**src/rtl/mac_pkg.sv**
```systemverilog
// Shared definitions for the mac_v1 operand/result path.
//   DW, RW    : default operand and MAC result widths
//   state_e   : dot-product sequencing states of the driver
//   shadow_w  : width of the exact (non-wrapping) shadow sum
package mac_pkg;

  localparam int DW = 8;
  localparam int RW = 22;

  typedef enum logic [2:0] {
    IDLE,
    CLEAR,
    FEED,
    DRAIN,
    HOLD
  } state_e;

  // One spare bit above the worst-case growth keeps the overflow test exact.
  function automatic int shadow_w(input int rw, input int vec_len);
    return rw + $clog2(vec_len) + 1;
  endfunction

endpackage

```
**src/rtl/mac_vec_driver_if.sv**
```systemverilog
// Operand/result bus between mac_vec_driver and its environment.
//   in_valid/in_ready/in_a/in_b             : operand pair stream into the driver
//   mac_a/mac_b/mac_clr/mac_result          : operand feed to and accumulator from the MAC
//   out_valid/out_ready/out_result/out_overflow : dot-product result stream
// master : the driver side; slave : operand source, MAC and result consumer.
interface mac_vec_driver_if #(
  parameter int DW = 8,
  parameter int RW = 22
);

  logic          in_valid;
  logic          in_ready;
  logic [DW-1:0] in_a;
  logic [DW-1:0] in_b;

  logic [DW-1:0] mac_a;
  logic [DW-1:0] mac_b;
  logic          mac_clr;
  logic [RW-1:0] mac_result;

  logic          out_valid;
  logic          out_ready;
  logic [RW-1:0] out_result;
  logic          out_overflow;

  modport master (
    input  in_valid, in_a, in_b, mac_result, out_ready,
    output in_ready, mac_a, mac_b, mac_clr, out_valid, out_result, out_overflow
  );

  modport slave (
    output in_valid, in_a, in_b, mac_result, out_ready,
    input  in_ready, mac_a, mac_b, mac_clr, out_valid, out_result, out_overflow
  );

endinterface

```
**src/rtl/mac_op_fifo.sv**
```systemverilog
// Synchronous FIFO for MAC operand words, first-word-fall-through read port.
//   clk_i, rst_ni : clock, asynchronous active-low reset (empties the FIFO)
//   push_i        : write wdata_i (ignored while full)
//   pop_i         : drop head entry (ignored while empty)
//   wdata_i       : word to store
//   rdata_o       : current head entry
//   full_o/empty_o: occupancy flags
module mac_op_fifo #(
  parameter int W     = 16,
  parameter int DEPTH = 4
) (
  input  logic         clk_i,
  input  logic         rst_ni,
  input  logic         push_i,
  input  logic         pop_i,
  input  logic [W-1:0] wdata_i,
  output logic [W-1:0] rdata_o,
  output logic         full_o,
  output logic         empty_o
);

  localparam int AW   = $clog2(DEPTH);
  localparam int CNTW = AW + 1;

  logic [W-1:0]    mem_q [DEPTH];
  logic [AW-1:0]   wr_q;
  logic [AW-1:0]   rd_q;
  logic [CNTW-1:0] cnt_q;
  logic            push_ok;
  logic            pop_ok;

  assign full_o  = (cnt_q == CNTW'(DEPTH));
  assign empty_o = (cnt_q == '0);
  assign push_ok = push_i && !full_o;
  assign pop_ok  = pop_i && !empty_o;
  assign rdata_o = mem_q[rd_q];

  always_ff @(posedge clk_i) begin
    if (push_ok) begin
      mem_q[wr_q] <= wdata_i;
    end
  end

  // Power-of-two depth: pointers wrap by natural overflow.
  always_ff @(posedge clk_i or negedge rst_ni) begin
    if (!rst_ni) begin
      wr_q  <= '0;
      rd_q  <= '0;
      cnt_q <= '0;
    end else begin
      if (push_ok) begin
        wr_q <= wr_q + AW'(1);
      end
      if (pop_ok) begin
        rd_q <= rd_q + AW'(1);
      end
      case ({push_ok, pop_ok})
        2'b10:   cnt_q <= cnt_q + CNTW'(1);
        2'b01:   cnt_q <= cnt_q - CNTW'(1);
        default: cnt_q <= cnt_q;
      endcase
    end
  end

endmodule

```
**src/rtl/mac_vec_driver.sv**
```systemverilog
// Driver end of the mac_v1 interface: buffers operand pairs, feeds VEC_LEN
// pairs per dot product into an external MAC (clearing it first), and returns
// the accumulated result with an overflow flag.
//   clk  : rising-edge clock
//   rst  : asynchronous active-low reset
//   bus  : operand stream in, MAC feed/result, result stream out (master side)
//   busy : sequencer not idle
module mac_vec_driver #(
  parameter int DW         = mac_pkg::DW,
  parameter int RW         = mac_pkg::RW,
  parameter int VEC_LEN    = 4,
  parameter int FIFO_DEPTH = 4,
  parameter int MAC_LAT    = 1
) (
  input  logic             clk,
  input  logic             rst,
  mac_vec_driver_if.master bus,
  output logic             busy
);

  import mac_pkg::*;

  localparam int SW = shadow_w(RW, VEC_LEN);
  localparam int CW = $clog2(VEC_LEN + 1);
  localparam int LW = $clog2(MAC_LAT + 1);
  localparam int PW = 2 * DW;

  localparam logic [CW-1:0] CNT_LAST = CW'(VEC_LEN - 1);
  localparam logic [LW-1:0] LAT_END  = LW'(MAC_LAT);

  state_e        state_q;
  logic [CW-1:0] cnt_q;
  logic [LW-1:0] lat_q;
  logic [SW-1:0] sum_q;
  logic [DW-1:0] mac_a_q;
  logic [DW-1:0] mac_b_q;
  logic          mac_clr_q;
  logic          out_valid_q;
  logic [RW-1:0] out_result_q;
  logic          out_ovf_q;

  logic          fifo_full;
  logic          fifo_empty;
  logic          fifo_pop;
  logic [PW-1:0] fifo_rdata;
  logic [DW-1:0] head_a;
  logic [DW-1:0] head_b;
  logic [PW-1:0] prod;

  mac_op_fifo #(
    .W     (PW),
    .DEPTH (FIFO_DEPTH)
  ) u_fifo (
    .clk_i   (clk),
    .rst_ni  (rst),
    .push_i  (bus.in_valid),
    .pop_i   (fifo_pop),
    .wdata_i ({bus.in_a, bus.in_b}),
    .rdata_o (fifo_rdata),
    .full_o  (fifo_full),
    .empty_o (fifo_empty)
  );

  assign head_a = fifo_rdata[PW-1:DW];
  assign head_b = fifo_rdata[DW-1:0];
  assign prod   = PW'(head_a) * PW'(head_b);

  // FEED always leaves on the VEC_LEN-th pop, so no count guard is needed here.
  assign fifo_pop = (state_q == FEED) && !fifo_empty;

  always_ff @(posedge clk or negedge rst) begin
    if (!rst) begin
      state_q      <= IDLE;
      cnt_q        <= '0;
      lat_q        <= '0;
      sum_q        <= '0;
      mac_a_q      <= '0;
      mac_b_q      <= '0;
      mac_clr_q    <= 1'b0;
      out_valid_q  <= 1'b0;
      out_result_q <= '0;
      out_ovf_q    <= 1'b0;
    end else begin
      // Zero operands unless popping, so idle cycles leave the MAC unchanged.
      mac_a_q   <= '0;
      mac_b_q   <= '0;
      mac_clr_q <= 1'b0;
      case (state_q)
        IDLE: begin
          if (!fifo_empty) begin
            state_q <= CLEAR;
          end
        end
        CLEAR: begin
          mac_clr_q <= 1'b1;
          cnt_q     <= '0;
          sum_q     <= '0;
          state_q   <= FEED;
        end
        FEED: begin
          if (fifo_pop) begin
            mac_a_q <= head_a;
            mac_b_q <= head_b;
            sum_q   <= sum_q + SW'(prod);
            cnt_q   <= cnt_q + CW'(1);
            if (cnt_q == CNT_LAST) begin
              lat_q   <= '0;
              state_q <= DRAIN;
            end
          end
        end
        DRAIN: begin
          // Entered on the last operand edge; the MAC output settles MAC_LAT
          // edges later and is sampled on the edge after that.
          if (lat_q == LAT_END) begin
            out_result_q <= bus.mac_result;
            out_ovf_q    <= |sum_q[SW-1:RW];
            out_valid_q  <= 1'b1;
            state_q      <= HOLD;
          end else begin
            lat_q <= lat_q + LW'(1);
          end
        end
        HOLD: begin
          if (bus.out_ready) begin
            out_valid_q <= 1'b0;
            state_q     <= fifo_empty ? IDLE : CLEAR;
          end
        end
        default: state_q <= IDLE;
      endcase
    end
  end

  assign bus.in_ready     = !fifo_full;
  assign bus.mac_a        = mac_a_q;
  assign bus.mac_b        = mac_b_q;
  assign bus.mac_clr      = mac_clr_q;
  assign bus.out_valid    = out_valid_q;
  assign bus.out_result   = out_result_q;
  assign bus.out_overflow = out_ovf_q;
  assign busy             = (state_q != IDLE);

endmodule

```
**src/flat_wrapper.sv**
```systemverilog
// flat-port wrapper written by rule: the top's interface ports become plain ports
module mac_vec_driver_flat import mac_pkg::*;
#(
  parameter int DW         = mac_pkg::DW,
  parameter int RW         = mac_pkg::RW,
  parameter int VEC_LEN    = 4,
  parameter int FIFO_DEPTH = 4,
  parameter int MAC_LAT    = 1
)
  (clk, rst, busy, bus_in_valid, bus_in_a, bus_in_b, bus_mac_result, bus_out_ready, bus_in_ready, bus_mac_a, bus_mac_b, bus_mac_clr, bus_out_valid, bus_out_result, bus_out_overflow);
  mac_vec_driver_if #(.DW(DW), .RW(RW)) bus_i ();
  input  logic clk;
  input  logic rst;
  output logic busy;
  input wire logic [$bits(bus_i.in_valid)-1:0] bus_in_valid;
  input wire logic [$bits(bus_i.in_a)-1:0] bus_in_a;
  input wire logic [$bits(bus_i.in_b)-1:0] bus_in_b;
  input wire logic [$bits(bus_i.mac_result)-1:0] bus_mac_result;
  input wire logic [$bits(bus_i.out_ready)-1:0] bus_out_ready;
  output wire logic [$bits(bus_i.in_ready)-1:0] bus_in_ready;
  output wire logic [$bits(bus_i.mac_a)-1:0] bus_mac_a;
  output wire logic [$bits(bus_i.mac_b)-1:0] bus_mac_b;
  output wire logic [$bits(bus_i.mac_clr)-1:0] bus_mac_clr;
  output wire logic [$bits(bus_i.out_valid)-1:0] bus_out_valid;
  output wire logic [$bits(bus_i.out_result)-1:0] bus_out_result;
  output wire logic [$bits(bus_i.out_overflow)-1:0] bus_out_overflow;
  assign bus_i.in_valid = bus_in_valid;
  assign bus_i.in_a = bus_in_a;
  assign bus_i.in_b = bus_in_b;
  assign bus_i.mac_result = bus_mac_result;
  assign bus_i.out_ready = bus_out_ready;
  assign bus_in_ready = bus_i.in_ready;
  assign bus_mac_a = bus_i.mac_a;
  assign bus_mac_b = bus_i.mac_b;
  assign bus_mac_clr = bus_i.mac_clr;
  assign bus_out_valid = bus_i.out_valid;
  assign bus_out_result = bus_i.out_result;
  assign bus_out_overflow = bus_i.out_overflow;
  mac_vec_driver #(.DW(DW), .RW(RW), .VEC_LEN(VEC_LEN), .FIFO_DEPTH(FIFO_DEPTH), .MAC_LAT(MAC_LAT)) u_core (.clk(clk), .rst(rst), .bus(bus_i), .busy(busy));
endmodule
```
**config.mk**
```make
export PLATFORM = sky130hd
export DESIGN_NAME = mac_vec_driver_flat
export DESIGN_NICKNAME = d
export VERILOG_FILES = /design/src/rtl/mac_pkg.sv /design/src/rtl/mac_vec_driver_if.sv /design/src/rtl/mac_op_fifo.sv /design/src/rtl/mac_vec_driver.sv /design/src/flat_wrapper.sv
export SDC_FILE = /design/constraint.sdc
export NUM_CORES = 1
export LEC_CHECK = 0
export BUFFER_PORTS_ARGS = -buffer_cell sky130_fd_sc_hd__buf_2
export CAP_MARGIN = 20
export CORE_ASPECT_RATIO = 0.8
export CORE_MARGIN = 8
export CORE_UTILIZATION = 47
export DETAILED_ROUTE_END_ITERATION = 8
export PLACE_DENSITY = 0.72
export SLEW_MARGIN = 20
export SYNTH_ARGS = -nofsm -noshare
export SYNTH_HDL_FRONTEND = slang
export SYNTH_SLANG_ARGS = --single-unit
```
**constraint.sdc**
```tcl
create_clock -name clk -period 7.8 [get_ports clk]
set_input_delay 0.39 -clock clk [delete_from_list [all_inputs] [get_ports clk]]
set_output_delay 0.39 -clock clk [all_outputs]
set_load 0.05 [all_outputs]
```
# Word-level counts from Yosys, hierarchy flattened
# Memory sizes are Yosys's and may differ from the RTL's.
# Index checks and enable logic that the tools add are counted.
# classes
n_mux	26
multipliers	1
reduce_logical	18
eq_ne	13
n_addsub	7
# op_table
cell	count
25-bit case mux with 2 select lines	1
8-bit 2-to-1 mux	4
25-bit by 16-bit adder with 25-bit output	1
25-bit 2-to-1 mux	1
3-bit 2-to-1 mux	6
8-bit by 8-bit multiplier with 16-bit output	1
3-bit case mux with 5 select lines	1
3-bit case mux with 2 select lines	2
3-bit by 2-bit equality test with 1-bit output, second input constant	3
1-bit 2-to-1 mux	9
2-bit inequality test, second input constant	4
2-bit nonzero test	4
3-bit by 1-bit adder with 3-bit output, second input constant	2
3-bit equality test, second input constant	2
3-bit logical NOT	2
3-bit AND reduction	2
5-bit AND reduction	1
2-bit by 1-bit adder with 2-bit output, second input constant	2
1-bit case mux with 2 select lines	2
2-bit AND reduction	2
3-bit by 1-bit equality test with 1-bit output, second input constant	1
1-bit logical AND	3
3-bit nonzero test	1
3-bit OR reduction	1
other kinds (6)	7
# totals
out_inout_bits	43
inputBits	42
mem_bits_rw	64
regBits	80
n_memories	1
# memory_table
memory	words	word_bits	rd	rd_clocked_by_memory_dff	wr	line	source
u_core.u_fifo.mem_q	4	16	1	0	1	mac_op_fifo.sv:25	logic [W-1:0] mem_q [DEPTH];

# Logic depth before layout (Yosys ltp)
# Gate-level depths: netlist (run 1).
# logic_depth
word_depth	6
ltp_mapped	20

# Hierarchy
# Synthesis (run 1) repeated with hierarchy kept, for this count alone.
# unflattened
hier_cells	687
area_unflattened_um2	8344.3
# modules_own_cells
module	n_inst	cells_each	seq_area_each_um2	area_each_um2
mac_vec_driver	1	566	1826.8	5569.1
mac_op_fifo	1	121	2097.0	2775.2

# Worst setup path after synthesis (run 1)
# OpenSTA, ideal clock, no wires.
# synth_path
path_type	register -> register
start	register u_core.u_fifo.rd_q[0]
end	register u_core.sum_q[19]
setup_time_ns	0.101
synth_period_minus_slack_ns	5.498
path_buffers	2
t_arrival_ns	5.397
path_stages_with_launch	18
slack_ns	2.302
cell_sequence	dfrtp_1 > buf_2 > buf_2 > mux4_2 > and2_1 > fa_1 > fa_1 > fa_1 > inv_1 > fa_1 > inv_1 > ha_1 > and3_1 > a221oi_4 > a211oi_2 > o21a_4 > nor4b_4 > nor4_1
# synth_via
elab_chain_len	5
# synth_lines
element	line	source
start: declaration	mac_op_fifo.sv:27	logic [AW-1:0] rd_q;
start signal: assignment	mac_op_fifo.sv:55	rd_q <= rd_q + AW'(1);
memory 4 x 16 bit	-	
8-bit by 8-bit multiplier with 16-bit output	mac_vec_driver.sv:66	assign prod = PW'(head_a) * PW'(head_b);
25-bit by 16-bit adder with 25-bit output	mac_vec_driver.sv:104	sum_q <= sum_q + SW'(prod);
25-bit 2-to-1 mux	mac_vec_driver.sv:101	if (fifo_pop) begin
25-bit case mux with 2 select lines	mac_vec_driver.sv:88	case (state_q)
end signal: assignment	mac_vec_driver.sv:104	
end: declaration	mac_vec_driver.sv:34	logic [SW-1:0] sum_q;
# Every way passes these cells. The select of a mux whose other input is x is not followed.
# A chain may end at the register's enable or synchronous reset.

# Final worst setup path (run 1)
# Ends and elaborated chain as after synthesis.

==> flow_metrics.env, run 1 <==
export IMPL_reg2reg_depth=15
export IMPL_port_buffers=84
export IMPL_outcome="complete, no violations"
export IMPL_synthesis_area_per_instance_um2=12.2
export IMPL_cts_sinks=144
export IMPL_gp_congestion=0.829
export IMPL_utilization=0.552
export IMPL_grt_pass1_wl_mm=28.7
export IMPL_slowest_delay_ns=0.74
export IMPL_gr_total_overflow=0
export IMPL_rsz0062_at_grt="false"
export IMPL_slew_headroom=0.411
export IMPL_grt_pass1_vias=5648
export IMPL_cp_start_kind="flip-flop"
export IMPL_synth_edf_count=64
export IMPL_final_cell_mix="107 x inv_1, 83 x buf_2, 79 x dfrtp_1"
export IMPL_slew_violations=0
export IMPL_syn_area_um2=8310
export IMPL_die_w_um=165
export IMPL_synth_ff_type="dfrtp_1"
export IMPL_mostFrequentLayoutCell="inv_1"
export IMPL_r2r_start="u_core.u_fifo.rd_q[0]"
export IMPL_critical_path_arrival_ns=6.01
export IMPL_drc=0
export IMPL_path_max_fanout=18
export IMPL_max_cap_violations=0
export IMPL_grtUsageTotal=0.166
export IMPL_drive_gt1_frac=0.214
export IMPL_die_area_um2=22200
export IMPL_post_place_ws_ns=1.66
export IMPL_finalWirelength_mm=16.9
export IMPL_worst_hold_slack_ns=0.145
export IMPL_fillers=1450
export IMPL_period_share=0.730
export IMPL_cpMostUsedCell="fa_1"
export IMPL_setup_violations_final=0
export IMPL_yosysWarnings=0
export IMPL_reg2reg_to="u_core.sum_q[19]"
export IMPL_cp_cell_sequence="mux4_2 -> and2_1 -> fa_1 -> fa_1 -> fa_1 -> inv_1 -> fa_1 -> inv_1 -> ha_1 -> and3_1 -> a221oi_4 -> a211oi_2 -> o21a_4 -> nor4b_4 -> nor4_1"
export IMPL_crit_required_ns=8.12
export IMPL_rows=43
export IMPL_htreeDepth=4
export IMPL_antenna_left=0
export IMPL_cts_buffer_depth=2
export IMPL_finish_net_count=909
export IMPL_hold_viol=0
export IMPL_initialDrtViolationCount=313
export IMPL_start_util=0.480
export IMPL_area_delta_synth_final_pct=15.0
export IMPL_setup_slack_ns=2.11
export IMPL_drtPass1Iterations=5
export IMPL_antenna_cells=0
export IMPL_cts_buffers=17
export IMPL_startpoint="u_core.u_fifo.rd_q[0]"
export IMPL_fp_coreArea_um2=17300
export IMPL_clk_latency_ns=0.43
export IMPL_fin_crit_ns=5.69
export IMPL_cp_end_kind="flip-flop"
export IMPL_synth_nets=824
export IMPL_cts_root_buf="clkbuf_16"
export IMPL_crit_slowest_cell="dfrtp_2"
export IMPL_crit_end="u_core.sum_q[19]"
export IMPL_r2r_slack_ns=2.11
export IMPL_hp_start="bus_out_ready"
export IMPL_hpwl_mm=12.3
export IMPL_path_class="flip-flop to flip-flop"
export IMPL_die_h_um=135
export IMPL_ys_types=51
export IMPL_worstMarginPinSlew_ns=0.884
export IMPL_syn_inst=683
export IMPL_via_per_inst=5.22
export IMPL_vias=5253
export IMPL_grt_max_degree=64
export IMPL_hold_path_class="primary input to flip-flop"
export IMPL_yosysSeqAreaShare=0.472
export IMPL_synthArstFlopShare=0.556
export IMPL_cts_tree="built"
export IMPL_cts_resized=0
export IMPL_fmax_mhz=176
export IMPL_io_pins=85
export IMPL_clk_pin_slew_ns=0.07
export IMPL_finClkSkew_ns=0.0151
export IMPL_ys_seq_elements=144
export IMPL_tns_ns=0
export IMPL_antenna_found_initial=0
export IMPL_post_drt_wl_per_cell_um=16.8
[synth_stat cells, types with 2 or more instances]
cell | count | area [um2]
xnor2_1 | 12 | 105
a21oi_1 | 14 | 70.1
nand4_1 | 6 | 37.5
mux4_2 | 16 | 360
or3_1 | 3 | 18.8
nor2b_1 | 4 | 25.0
buf_2 | 3 | 15.0
o22ai_1 | 6 | 37.5
nor3b_1 | 2 | 15.0
and2_1 | 52 | 325
nand2_1 | 64 | 240
o21ai_0 | 23 | 115
nand3_1 | 4 | 20.0
mux2_2 | 22 | 248
dfrtp_1 | 80 | 2000
nor2_1 | 6 | 22.5
a21o_1 | 10 | 75.1
mux2i_1 | 8 | 80.1
and3_1 | 6 | 37.5
a22o_1 | 2 | 17.5
clkbuf_1 | 18 | 67.6
ha_1 | 48 | 601
fa_1 | 51 | 1020
nand2b_1 | 5 | 31.3
inv_1 | 107 | 402
a311oi_1 | 2 | 17.5
nor3_1 | 7 | 35.0
o21a_1 | 2 | 15.0
a31o_2 | 2 | 17.5
xor2_1 | 6 | 52.6
edfxtp_1 | 64 | 1920
a31oi_1 | 4 | 25.0
o211ai_1 | 6 | 45.0
[layer usage]
| metal | routed length (um) | part of all wire | GRT usage |
|---|---|---|---|
| met2 | 7340 | 0.44 | 0.242 |
| met5 | 0 | 0 | 0 |
| met4 | 170 | 0.010 | 0.0435 |
| met1 | 7900 | 0.47 | 0.228 |
| met3 | 1450 | 0.086 | 0.0618 |
[sequential cells by signal, indices dropped and copies added (netlist names), 2 cells and up]
signal,flops
u_core.bus.mac_b,8
u_core.u_fifo.mem_q,64
u_core.u_fifo.wr_q,2
u_core.sum_q,25
u_core.u_fifo.cnt_q,3
u_core.u_fifo.rd_q,2
u_core.state_q,3
u_core.bus.mac_a,8
u_core.bus.out_result,22
u_core.cnt_q,3
[stage by stage]
step,area (um2),cells
after detailed placement,8950,973
after global placement,8940,972
after global routing,9560,1006
after CTS,9560,1006
after floorplan,8310,683
final,9560,1006
[worst max-delay path: cells and delay by family, from the launching register on]
kind,cells,cell delay (ns)
compound gates,3,0.72
fa+ha+maj,5,2.45
simple gates,4,0.86
mux,1,0.69
buf+inv,2,0.09
flops,1,0.74
[worst min-delay path by stage]
stage	endpoint	slack (ns)	cells past startpoint
2_1_floorplan	u_core.bus.mac_a[0]	0.09	0
3_3_place_gp	u_core.sum_q[1]	0.27	1
3_5_place_dp	u_core.sum_q[3]	0.27	1
4_1_cts	u_core.state_q[2]	0.12	2
5_1_grt	u_core.state_q[2]	0.14	2
6_report	u_core.state_q[2]	0.14	2
[cells by family after synthesis]
family | synth area share
flip-flops | 0.472
XOR/XNOR | 0.0190
AND/OR/NAND/NOR | 0.106
AO/OA/AOI/OAI | 0.0659
adder cells (fa/ha/maj) | 0.195
multiplexers | 0.0828
buffers and inverters | 0.0592
[final cells by class]
cell class / instances / area, um2 / area share
clock buffer: 21 / 482 / 0.0504
clock inverter: 11 / 115 / 0.0120
inverter: 107 / 402 / 0.0420
multi-input combinational: 410 / 3900 / 0.408
sequential: 144 / 3930 / 0.410
tap: 225 / 282 / 0.0294
timing repair buffer: 88 / 459 / 0.0480
[timing repair]
| action | CTS | global route |
|---|---|---|
| hold buffers | 1 | 0 |
| endpoints found under the hold margin | 17 | 0 |
| buffers inserted | 0 | 0 |
Power of run 1 is not shown: default switching activity piles up to over one toggle a cycle in this logic, so the estimate is an artifact.
==> run 2: changes to the inputs <==
- clock period: 7.8 -> 5.8 ns (I/O delays scaled with it)
==> flow_metrics.env, run 2 (synthesis results as in run 1) <==
export IMPL_outcome="complete, no violations"
export IMPL_hold_path_class="primary input to flip-flop"
export IMPL_utilization=0.555
export IMPL_antenna_found_initial=0
export IMPL_post_place_ws_ns=0.328
export IMPL_vias=5384
export IMPL_grtUsageTotal=0.168
export IMPL_hold_viol=0
export IMPL_cp_start_kind="flip-flop"
export IMPL_cts_buffers=17
export IMPL_finish_net_count=912
export IMPL_port_buffers=84
export IMPL_tns_ns=0
export IMPL_cpMostUsedCell="fa_1"
export IMPL_die_area_um2=22200
export IMPL_cp_end_kind="flip-flop"
export IMPL_largest_register_ffs=64
export IMPL_antenna_left=0
export IMPL_clk_latency_ns=0.43
export IMPL_drive_gt1_frac=0.214
export IMPL_postCtsHoldBufs=1
export IMPL_gp_congestion=0.833
export IMPL_fp_coreArea_um2=17300
export IMPL_cts_sinks=144
export IMPL_slowest_delay_ns=0.62
export IMPL_hold_depth=2
export IMPL_grt_pass1_wl_mm=29.0
export IMPL_mostFrequentLayoutCell="inv_1"
export IMPL_worstMarginPinSlew_ns=0.880
export IMPL_critical_path_arrival_ns=5.76
export IMPL_start_util=0.480
export IMPL_rsz0062_at_grt="false"
export IMPL_area_delta_synth_final_pct=15.7
export IMPL_rows=43
export IMPL_hpwl_mm=12.6
export IMPL_cp_cell_sequence="buf_12 -> mux4_2 -> and2_1 -> fa_1 -> fa_1 -> fa_1 -> inv_1 -> fa_1 -> inv_1 -> ha_1 -> and3_1 -> a221oi_4 -> a211oi_2 -> o21a_4 -> a311oi_1 -> nor4_1"
export IMPL_fin_crit_ns=5.45
export IMPL_drc=0
export IMPL_gr_total_overflow=0
export IMPL_cts_resized=0
export IMPL_post_drt_wl_per_cell_um=16.9
export IMPL_grt_pass1_vias=5858
export IMPL_initialDrtViolationCount=227
export IMPL_die_h_um=135
export IMPL_drtPass1Iterations=4
export IMPL_fmax_mhz=183
export IMPL_htreeDepth=4
export IMPL_via_per_inst=5.34
export IMPL_die_w_um=165
export IMPL_final_cell_mix="107 x inv_1, 83 x buf_2, 80 x dfrtp_1"
export IMPL_cts_root_buf="clkbuf_16"
export IMPL_antenna_cells=0
export IMPL_finClkSkew_ns=0.00865
export IMPL_slew_violations=0
export IMPL_slew_headroom=0.414
export IMPL_clk_pin_slew_ns=0.07
export IMPL_setup_violations_final=0
export IMPL_top_register="u_core.u_fifo.mem_q"
export IMPL_path_max_fanout=13
export IMPL_crit_required_ns=6.11
export IMPL_reg2reg_depth=16
export IMPL_cts_buffer_depth=2
export IMPL_grt_max_degree=46
export IMPL_crit_slowest_cell="mux4_2"
export IMPL_period_share=0.940
export IMPL_io_pins=85
export IMPL_post_cts_buffers=0
export IMPL_finalWirelength_mm=17.0
export IMPL_setup_slack_ns=0.346
export IMPL_max_cap_violations=0
export IMPL_path_class="flip-flop to flip-flop"
export IMPL_cts_tree="built"
run 2: area by class of cell:
type,count,area (um2)
multi-input cells,410,3900
clock inverters,13,174
inverters,107,402
flip-flops and latches,144,3920
fillers,1467,7710
clock buffers,19,443
repair buffers,91,494
well taps,225,282
run 2: routing by layer:
metal / part of all wire / GRT usage
met3: 0.074 / 0.0608
met1: 0.47 / 0.222
met2: 0.44 / 0.252
met4: 0.015 / 0.0539
met5: 0 / 0
run 2: worst max-delay path, delay by kind of cell (launching register included):
family          cells  cell delay, ns
flops               1            0.39
simple gates        3            0.54
mux                 1            0.62
buf+inv             3            0.26
fa+ha+maj           5            2.47
compound gates      4            1.03
run 2: worst paths after layout:
kind	startpoint	endpoint	slack (ns)
min in group asynchronous	rst	u_core.bus.mac_a[4]	0.37
worst max register to register	u_core.u_fifo.rd_q[0]	u_core.sum_q[19]	0.35
worst min-delay path	bus_out_ready	u_core.state_q[2]	0.04
worst max-delay path	u_core.u_fifo.rd_q[0]	u_core.sum_q[19]	0.35
worst min register to register	u_core.bus.out_overflow	u_core.bus.out_overflow	0.48
max in group asynchronous	rst	u_core.bus.out_result[8]	4.45
run 2: per-stage QoR:
step,hold WS [ns],cells,instance area [um2]
floorplan,-0.00559,683,8310
global placement,0.280,975,8980
detailed placement,0.286,976,8990
CTS,0.0270,1009,9620
global route,0.0418,1009,9620
finish,0.0416,1009,9620
Power of run 2 is left out for the same reason.
